### config.mk
export PLATFORM = sky130hd
export DESIGN_NAME = alu_top
export DESIGN_NICKNAME = d
export VERILOG_FILES = /design/src/rtl/alu_top.sv
export SDC_FILE = /design/constraint.sdc
export NUM_CORES = 1
export LEC_CHECK = 0
export BUFFER_PORTS_ARGS = -buffer_cell sky130_fd_sc_hd__buf_2
export CORE_MARGIN = 1.5
export CORE_UTILIZATION = 50
export CTS_CLUSTER_SIZE = 12
export DETAILED_ROUTE_END_ITERATION = 6
export HOLD_SLACK_MARGIN = 0.12
export PLACE_DENSITY = 0.79
export SLEW_MARGIN = 0
export SYNTH_ARGS = -nofsm -noshare
export SYNTH_HDL_FRONTEND = slang
export SYNTH_SLANG_ARGS = --single-unit
### constraint.sdc
create_clock -name clk -period 0.8 [get_ports clk]
set_input_delay 0.12 -clock clk [delete_from_list [all_inputs] [get_ports clk]]
set_output_delay 0.12 -clock clk [all_outputs]
set_load 0.02 [all_outputs]
### src/rtl/alu_top.sv
// Registered N-bit unsigned ALU with 16 operations and a 2N-bit result.
// Combinational datapath into one output register, so results have one cycle of latency.
module alu_top #(
   parameter int unsigned N = 4
) (
   input  logic           clk,
   input  logic           reset,
   input  logic [N-1:0]   operand1,
   input  logic [N-1:0]   operand2,
   input  logic [N-1:0]   select,
   output logic [2*N-1:0] result
);

   localparam int unsigned W = 2 * N;

   logic [W-1:0] a;
   logic [W-1:0] b;
   logic [W-1:0] b_div;
   logic [W-1:0] result_c;
   logic         sel_unused_c;

   assign a = W'(operand1);
   assign b = W'(operand2);

   // Divisor forced nonzero so the divider never sees zero; the zero case is selected separately
   assign b_div = (b == '0) ? W'(1) : b;

   // Only the low four select bits are decoded
   assign sel_unused_c = ^select;

   always_comb begin
      result_c = '0;
      case (select[3:0])
         4'd0:    result_c = a + b;
         4'd1:    result_c = a - b;
         4'd2:    result_c = a * b;
         4'd3:    result_c = (b == '0) ? a : (a % b_div);
         4'd4:    result_c = (b == '0) ? '1 : (a / b_div);
         4'd5:    result_c = a & b;
         4'd6:    result_c = a | b;
         4'd7:    result_c = a ^ b;
         4'd8:    result_c = W'((a != '0) && (b != '0));
         4'd9:    result_c = W'((a != '0) || (b != '0));
         4'd10:   result_c = a << 1;
         4'd11:   result_c = a >> 1;
         4'd12:   result_c = W'(a == b);
         4'd13:   result_c = W'(a != b);
         4'd14:   result_c = W'(a < b);
         4'd15:   result_c = W'(a > b);
         default: result_c = '0;
      endcase
   end

   // Output register; reset clears it immediately and discards any pending value
   always_ff @(posedge clk or negedge reset) begin
      if (!reset) begin
         result <= '0;
      end else begin
         result <= result_c;
      end
   end

endmodule

==> results.json, run 1 <==
{
  "hold_viol_final": 0,
  "track_usage_pct": 43.8,
  "worst_path_most_repeated_cell": "o21ai_2",
  "swShare_pct": 46.0,
  "period_share_pct": 1040,
  "synth-xor-area-share_pct": 3.98,
  "path_delay_family": "compound AO/OA/AOI/OAI gates",
  "synth-edff-count": 0,
  "synth-simple-area-share_pct": 21.5,
  "synthCells": 409,
  "synth-warning-count": 0,
  "drt_iter0_drc": 853,
  "p_int_mw": 6.90,
  "p_leak_nw": 2.63,
  "synth_area_sq_um": 3080,
  "clockPowerShare_pct": 3.8,
  "ant_nets": 0,
  "first_pass_iters": 7,
  "synth-compound-area-share_pct": 30.3,
  "async_reset_ff_share_pct": 100,
  "pwr-share-seq_pct": 4.4,
  "max_freq_mhz": 120,
  "htree_levels": 1,
  "path_clk_slew_ns": 0.04,
  "pin_count": 22,
  "drc": 6,
  "drv_slew": 0,
  "num-nets-final": 699,
  "hold_slack_ns": 0.268,
  "avgSynthCellArea_sq_um": 7.53,
  "cts-root-buf": "clkbuf_8",
  "io_buffers": 21,
  "grt_antenna_before_repair": 0,
  "fill_cells": 263,
  "yosysSeqAreaShare_pct": 6.50,
  "crit_cells": 40,
  "area_delta_synth_final_pct": 69.9,
  "timing.final.ws_setup_ns": -7.51,
  "layout_min_cycle_time_ns": 8.31,
  "fin_total_pwr_mw": 12.8,
  "multi_input_area_sq_um": 3050,
  "dp_slack_ns": -7.03,
  "drt-total-wl_um": 16700,
  "worstSetupPathType": "in -> reg",
  "die_y_um": 81.5,
  "synth-main-ff-cell": "dfrtp_1",
  "cpPeakStageDelay_ns": 0.45,
  "grt_pass1_wl_um": 22200,
  "start_util_pct": 52.0,
  "violations": "DRC, setup timing",
  "grt-ovfl-total": 0,
  "p_sw_mw": 5.88,
  "regArea_sq_um": 201,
  "synth_top_family_by_area": "compound AO/OA/AOI/OAI gates",
  "num_antenna_cells": 0,
  "vias_per_cell": 6.98,
  "gp_congestion": 0.944,
  "synthAdderAreaFrac_pct": 25.2,
  "largest_reg_flops": 8,
  "synthDistinctLibCells": 70,
  "die_x_um": 81.5,
  "hp-class": "in -> async",
  "synth-seq-cells": 8,
  "synth_mux_area_share_pct": 6.42,
  "dp_hpwl_um": 9270,
  "clock-sinks": 8,
  "outcome": "finished, violations left",
  "grt_setup_unrepaired": "yes",
  "rows": 28,
  "start_kind": "primary input",
  "ir_worst_vdd_v": 0.00322,
  "max-slew-margin-rel_pct": 46.4,
  "critPathSlowestCell": "nor4_4",
  "detail_route.wl_per_cell_um": 23.9,
  "required_ns": 0.89,
  "critPathMaxFanout": 6,
  "end_kind": "register",
  "finalSetupViolCount": 16,
  "grt_max_degree": 13,
  "top_regs": "result x8",
  "grt_pass1_vias": 4497,
  "registers.top_by_ff_count": "result",
  "clockBufferDepth": 2,
  "cts_buffers": 3,
  "vias": 4892,
  "drive_gt1_share_pct": 46.3,
  "drv_cap": 0,
  "p_per_area_nw_per_um2": 2440,
  "cp_num_buf_inv": 3,
  "worst_slew_pin_slew_ns": 0.801,
  "core-area_sq_um": 5920,
  "die_area_sq_um": 6640,
  "arrival_ns": 8.41,
  "cts_tree": "built",
  "power_frac_comb_pct": 91.7
}
-- through the flow --
stage	utilization [%]	area [sq um]	cells	setup TNS, ns
6_report	88.3	5230	701	-60.19
5_1_grt	88.3	5230	701	-63.02
4_1_cts	85.1	5040	688	-51.65
3_5_place_dp	76.2	4510	641	-55.47
3_3_place_gp	76.2	4510	641	-52.98
2_1_floorplan	-	3290	412	-55.46
-- cell usage after synthesis, drive strengths merged (5+ instances only) --
cell type | n | area share [%]
ha | 50 | 20
nor2 | 37 | 4.5
inv | 34 | 4.1
nand2 | 31 | 3.8
a21oi | 27 | 4.4
o21ai | 22 | 3.6
nor3 | 15 | 2.4
nand3 | 14 | 2.3
a21o | 11 | 2.7
clkbuf | 10 | 1.2
o21a | 10 | 2.7
xnor2 | 10 | 2.8
mux2 | 9 | 3.4
a31oi | 8 | 1.6
dfrtp | 8 | 6.5
mux2i | 8 | 3.0
fa | 7 | 4.6
nor2b | 7 | 1.4
o211ai | 7 | 1.9
nand4 | 6 | 1.2
a211oi | 5 | 1.4
a221oi | 5 | 1.6
nand2b | 5 | 1.0
or3 | 5 | 1.0
-- routing by layer --
layer / wire length [um] / global-route usage [%]
met1: 5170 / 48.3
met2: 7600 / 76.5
met3: 2000 / 8.89
met4: 1910 / 26.7
met5: 46 / 0
-- cells in the final DEF, fill, tap and decap left out, types with 8 or more instances in the layout --
master   netlist  layout
buf_4          0     198
inv_1         34      33
o21ai_0       14      11
nand2_1       31      30
a21oi_1       27      22
nand3_1       14      11
buf_6          1      11
buf_2          1      11
a21o_1        11      11
a31oi_1        8       8
ha_1          50      42
xnor2_1       10       8
o21a_1         9       9
nor3_1        15      14
nor2_1        37      35
-- path summary, 6_finish.rpt --
kind                       slack, ns         to         from
max                            -7.51  result[3]  operand2[1]
min                             0.27  result[6]        reset
max in group asynchronous       0.35  result[1]        reset
min in group clk                0.49  result[0]    select[3]
-- power by group through the flow --
stage,logic [mW],clock network [mW],registers [mW]
finish,11.7,0.490,0.565
global route,12.3,0.508,0.593
CTS,9.97,0.485,0.565
detailed placement,8.16,0,0.546
global placement,7.83,0,0.544
floorplan,5.06,0,0.658
-- cell type report --
type | count | share of cell area (%)
Sequential cell | 8 | 3.85
Timing Repair Buffer | 223 | 32.7
Inverter | 34 | 2.49
Multi-Input combinational cell | 358 | 58.4
Tap cell | 75 | 1.79
Clock buffer | 3 | 0.790
-- kinds of logic (layout without fill, tap and decap cells) --
group	after synthesis	after routing
AO/OA/AOI/OAI	129	129
other	1	4
flip-flops	8	8
buffers and inverters	46	260
XOR/XNOR	14	14
adder cells (fa/ha/maj)	58	58
AND/OR/NAND/NOR	136	136
multiplexers	17	17
-- what timing repair did --
item / CTS / global route
pin swaps: 32 / 33
endpoints found under the setup margin: 16 / 16
gates resized for setup: 38 / 17
hold buffers: 1 / 0
setup buffers: 43 / 14
endpoints found under the hold margin: 8 / 0
No activity file was read; power rests on OpenSTA's default activity.
==> run 2, diff against run 1 <==
--- a/config.mk
+++ b/config.mk
@@ -5,6 +5,7 @@
 export SDC_FILE = /design/constraint.sdc
 export NUM_CORES = 1
 export LEC_CHECK = 0
+export ABC_AREA = 1
 export BUFFER_PORTS_ARGS = -buffer_cell sky130_fd_sc_hd__buf_2
 export CORE_MARGIN = 1.5
 export CORE_UTILIZATION = 50
==> results.json, run 2 <==
{
  "outcome": "finished, violations left",
  "violations": "setup timing",
  "die_y_um": 83.5,
  "grt_pass1_vias": 4697,
  "grt_setup_unrepaired": "yes",
  "p_per_area_nw_per_um2": 4060,
  "avgSynthCellArea_sq_um": 6.42,
  "io_buffers": 21,
  "grt_max_degree": 14,
  "power_frac_comb_pct": 95.3,
  "met1_usage_pct": 39.3,
  "critPathMaxFanout": 5,
  "grt-ovfl-total": 0,
  "synth-main-ff-cell": "dfrtp_1",
  "largest_reg_flops": 8,
  "drt-total-wl_um": 15100,
  "synth-seq-cells": 8,
  "start_kind": "primary input",
  "ys_top_cells_by_count": "103 x nand2_1, 99 x inv_1, 50 x ha_1",
  "hp-class": "in -> async",
  "drv_slew": 0,
  "synthDistinctLibCells": 39,
  "cpPeakStageDelay_ns": 0.34,
  "async_reset_ff_share_pct": 100,
  "dp_hpwl_um": 8700,
  "synth-warning-count": 0,
  "arrival_ns": 8.32,
  "fin_cells": 796,
  "ant_nets": 0,
  "swShare_pct": 51.1,
  "track_usage_pct": 37.5,
  "registers.top_by_ff_count": "result",
  "max_freq_mhz": 122,
  "synth-edff-count": 0,
  "htree_levels": 1,
  "end_kind": "register",
  "clockPowerShare_pct": 2.1,
  "yosysSeqAreaShare_pct": 6.17,
  "rows": 29,
  "pwr-share-seq_pct": 2.6,
  "gp_congestion": 0.966,
  "finalSetupViolCount": 16,
  "synth_area_sq_um": 3240,
  "vias_per_cell": 5.98,
  "die_x_um": 83.5,
  "die_area_sq_um": 6980,
  "num-nets-final": 792,
  "vias": 4759,
  "cts_tree": "built",
  "grt_pass1_wl_um": 21300,
  "globalRouteMet3Util_pct": 4.85,
  "worstSetupPathType": "in -> reg",
  "clock-sinks": 8,
  "drc": 0,
  "area_delta_synth_final_pct": 68.3,
  "period_share_pct": 1020,
  "hold_viol_final": 0,
  "yosysTopAreaCell": "ha_1",
  "final_common_cell": "buf_4",
  "ir_worst_vdd_v": 0.00484,
  "drive_gt1_share_pct": 49.5,
  "hold_slack_ns": 0.262,
  "p_leak_nw": 3.01,
  "synthCells": 505,
  "top_regs": "result x8",
  "grt_antenna_before_repair": 0,
  "num_antenna_cells": 0,
  "yosysMostFrequentCell": "nand2_1",
  "start_util_pct": 51.4,
  "p_int_mw": 10.8,
  "drv_cap": 0,
  "cts_buffers": 3,
  "synth_top_area_share_pct": 19.3,
  "path_clk_slew_ns": 0.04,
  "pin_count": 22,
  "critPathSlowestCell": "ha_1",
  "first_pass_iters": 5,
  "grt_util_met2_pct": 70.4,
  "detail_route.wl_per_cell_um": 19.0,
  "synthTopCellsByArea": "ha_1 19%, nand2_1 12%, inv_1 11%",
  "timing.final.ws_setup_ns": -7.38,
  "required_ns": 0.94,
  "core-area_sq_um": 6310,
  "fin_setup_tns_ns": -58.99,
  "grt-busiest-layer": "met2",
  "cts-root-buf": "clkbuf_8",
  "dp_cells": 738,
  "clockBufferDepth": 2,
  "final_cell_mix": "186 x buf_4, 82 x inv_1, 80 x nand2_1",
  "drt_iter0_drc": 480,
  "layout_min_cycle_time_ns": 8.18,
  "p_sw_mw": 11.3,
  "worst_path_most_repeated_cell": "nand2_2"
}
## run 2: logic make-up (layout without fill, tap and decap cells)
family | after synthesis | count (layout) | share of synthesized area, %
fa+ha+maj | 57 | 57 | 23.6
simple gates | 253 | 253 | 40.5
xor+xnor | 17 | 17 | 4.59
other cells | 1 | 4 | 0.116
flops | 8 | 8 | 6.17
buf+inv | 104 | 315 | 12.0
compound gates | 65 | 65 | 12.9
## run 2: worst max-delay path, delay by kind of cell
family / cells / cell delay (ns)
AND/OR/NAND/NOR: 34 / 3.37
XOR/XNOR: 1 / 0.20
adder cells (fa/ha/maj): 7 / 1.78
AO/OA/AOI/OAI: 9 / 1.32
buffers and inverters: 17 / 1.48
## run 2: layout make-up
type / instances / area, sq um
Clock buffer: 3 / 41.3
Tap cell: 77 / 96.3
Sequential cell: 8 / 200
Inverter: 102 / 394
Multi-Input combinational cell: 396 / 3120
Timing Repair Buffer: 210 / 1600
Fill cell: 298 / 856
## run 2: through the flow
step,total power [mW],setup slack [ns],cell area (sq um),utilization (%)
floorplan,10.0,-6.93,3480,-
global placement,15.1,-6.63,4680,74.1
detailed placement,15.8,-7.05,4680,74.1
CTS,18.8,-6.48,5240,83.0
global route,23.2,-7.73,5460,86.4
finish,22.2,-7.38,5460,86.4
## run 2: how the worst max path moves through the flow
stage / startpoint / endpoint / depth (start not counted)
finish: operand2[1] / result[7] / 68
global route: operand2[1] / result[7] / 68
detailed placement: operand2[3] / result[0] / 66
floorplan: operand2[1] / result[0] / 66
CTS: operand2[2] / result[0] / 68
global placement: operand2[3] / result[0] / 67
## run 2: power groups by stage
stage	logic [mW]	clock network, mW	registers, mW
2_1_floorplan	9.33	0	0.714
3_3_place_gp	14.6	0	0.541
3_5_place_dp	15.2	0	0.547
4_1_cts	17.8	0.473	0.572
5_1_grt	22.1	0.483	0.583
6_report	21.1	0.471	0.573
## run 2: what timing repair did
item / in CTS / in global routing
setup endpoints to repair: 16 / 16
endpoints found under the hold margin: 8 / 0
pin swaps: 46 / 52
gates resized for setup: 53 / 35
hold buffers: 1 / 0
buffers inserted: 42 / 12
## run 2: metal layers
layer | vias up | wire [um]
met5 | - | 0
met1 | 2142 | 5220
met4 | 0 | 1400
li1 | 2068 | -
met3 | 143 | 1290
met2 | 406 | 7190
==> run 3, diff against run 2 <==
--- a/config.mk
+++ b/config.mk
@@ -7,12 +7,14 @@
 export LEC_CHECK = 0
 export ABC_AREA = 1
 export BUFFER_PORTS_ARGS = -buffer_cell sky130_fd_sc_hd__buf_2
+export CELL_PAD_IN_SITES_DETAIL_PLACEMENT = 1
+export CELL_PAD_IN_SITES_GLOBAL_PLACEMENT = 2
 export CORE_MARGIN = 1.5
-export CORE_UTILIZATION = 50
+export CORE_UTILIZATION = 35
 export CTS_CLUSTER_SIZE = 12
 export DETAILED_ROUTE_END_ITERATION = 6
 export HOLD_SLACK_MARGIN = 0.12
-export PLACE_DENSITY = 0.79
+export PLACE_DENSITY = 0.94
 export SLEW_MARGIN = 0
 export SYNTH_ARGS = -nofsm -noshare
 export SYNTH_HDL_FRONTEND = slang
==> results.json, run 3 (synthesis gave the netlist of run 2 again) <==
{
  "outcome": "finished, violations left",
  "violations": "DRC, setup timing",
  "gp_congestion": 0.971,
  "dp_cells": 786,
  "core-area_sq_um": 8850,
  "max_freq_mhz": 122,
  "drt_iter0_drc": 302,
  "p_leak_nw": 3.26,
  "finalSetupViolCount": 16,
  "dp_hpwl_um": 11200,
  "design_area_sq_um": 5990,
  "grt_antenna_before_repair": 0,
  "worstSetupPathType": "in -> reg",
  "drv_cap": 0,
  "p_per_area_nw_per_um2": 4690,
  "cp_num_buf_inv": 12,
  "first_pass_iters": 7,
  "required_ns": 0.92,
  "cts-root-buf": "clkbuf_8",
  "layout_min_cycle_time_ns": 8.22,
  "fin_cells": 869,
  "final_cell_mix": "228 x buf_4, 79 x inv_1, 76 x nand2_1",
  "critPathSlowestCell": "fa_2",
  "end_kind": "register",
  "grt-ovfl-total": 0,
  "grt_setup_unrepaired": "yes",
  "placed_area_sq_um": 4840,
  "htree_levels": 1,
  "drive_gt1_share_pct": 54.4,
  "arrival_ns": 8.34,
  "num-nets-final": 834,
  "start_kind": "primary input",
  "die_area_sq_um": 9850,
  "ant_nets": 0,
  "worst_slew_pin_slew_ns": 0.595,
  "hold_viol_final": 0,
  "pin_count": 22,
  "timing.final.ws_setup_ns": -7.42,
  "dp_slack_ns": -7.27,
  "worst_path_most_repeated_cell": "nand2_2",
  "area_delta_synth_final_pct": 84.8,
  "hold_slack_ns": 0.256,
  "critPathMaxFanout": 5,
  "drc": 3,
  "period_share_pct": 1030,
  "path_clk_slew_ns": 0.05,
  "fill_cells": 1123,
  "clockBufferDepth": 2,
  "vias": 5263,
  "grt_pass1_vias": 5649,
  "final_common_cell": "buf_4",
  "io_buffers": 21,
  "ir_worst_vdd_v": 0.00300,
  "hp-class": "in -> async",
  "grt_pass1_wl_um": 29600,
  "rows": 34,
  "track_usage_pct": 38.6,
  "die_x_um": 99.3,
  "vias_per_cell": 6.06,
  "registers.top_by_ff_count": "result",
  "cts_tree": "built",
  "drt-total-wl_um": 23400,
  "clock-sinks": 8,
  "cpPeakStageDelay_ns": 0.41,
  "post-route-util_pct": 67.7,
  "grt_max_degree": 14,
  "num_antenna_cells": 0,
  "drv_slew": 0,
  "detail_route.wl_per_cell_um": 26.9,
  "die_y_um": 99.3,
  "largest_reg_flops": 8,
  "cts_buffers": 3,
  "path_delay_family": "simple AND/OR/NAND/NOR gates",
  "max-slew-margin-rel_pct": 59.3,
  "start_util_pct": 36.7,
  "top_regs": "result x8"
}
-- run 3: final cells by class --
| cell class | instances | area (sq um) | area share [%] |
|---|---|---|---|
| Inverter | 102 | 409 | 6.83 |
| Clock buffer | 3 | 41.3 | 0.689 |
| Tap cell | 108 | 135 | 2.25 |
| Multi-Input combinational cell | 396 | 3290 | 54.8 |
| Sequential cell | 8 | 200 | 3.34 |
| Timing Repair Buffer | 252 | 1920 | 32.1 |
-- run 3: timing repair --
item                                    4_1_cts  5_1_grt
endpoints found under the setup margin       16       16
endpoints found under the hold margin         8        0
hold buffers                                  1        0
resized for setup                            57       69
setup buffers                                56       23
pin swaps                                    45       54
-- run 3: stage by stage --
stage                     TNS [ns]  power, mW
after floorplan             -55.22       10.0
after global placement      -52.74       15.8
after detailed placement    -57.78       16.9
after CTS                   -53.26       21.8
after global routing        -61.37       29.0
final                       -59.68       28.1
-- run 3: power breakdown --
group	total, mW	internal (mW)	leakage (nW)	switching, mW
clock	0.540	0.330	0.0216	0.210
combinational	26.9	12.5	3.13	14.5
sequential	0.596	0.515	0.105	0.0801
total	28.1	13.3	3.26	14.8
-- run 3: per-layer routing --
metal	track usage, %	wire, um	up-vias	share of wire [%]
met2	73.3	11000	419	47
met1	37.3	7810	2456	33
met3	6.04	1740	241	7.4
met5	0	0	-	0
met4	28.7	2860	0	12
li1	-	-	2147	-
-- run 3: worst paths after layout --
check	start	endpoint	slack (ns)	cells after the start
worst max-delay path	operand2[2]	result[7]	-7.42	66
worst min-delay path	reset	result[6]	0.26	2
max in group asynchronous	reset	result[4]	0.35	2
min in group clk	select[2]	result[0]	0.36	5
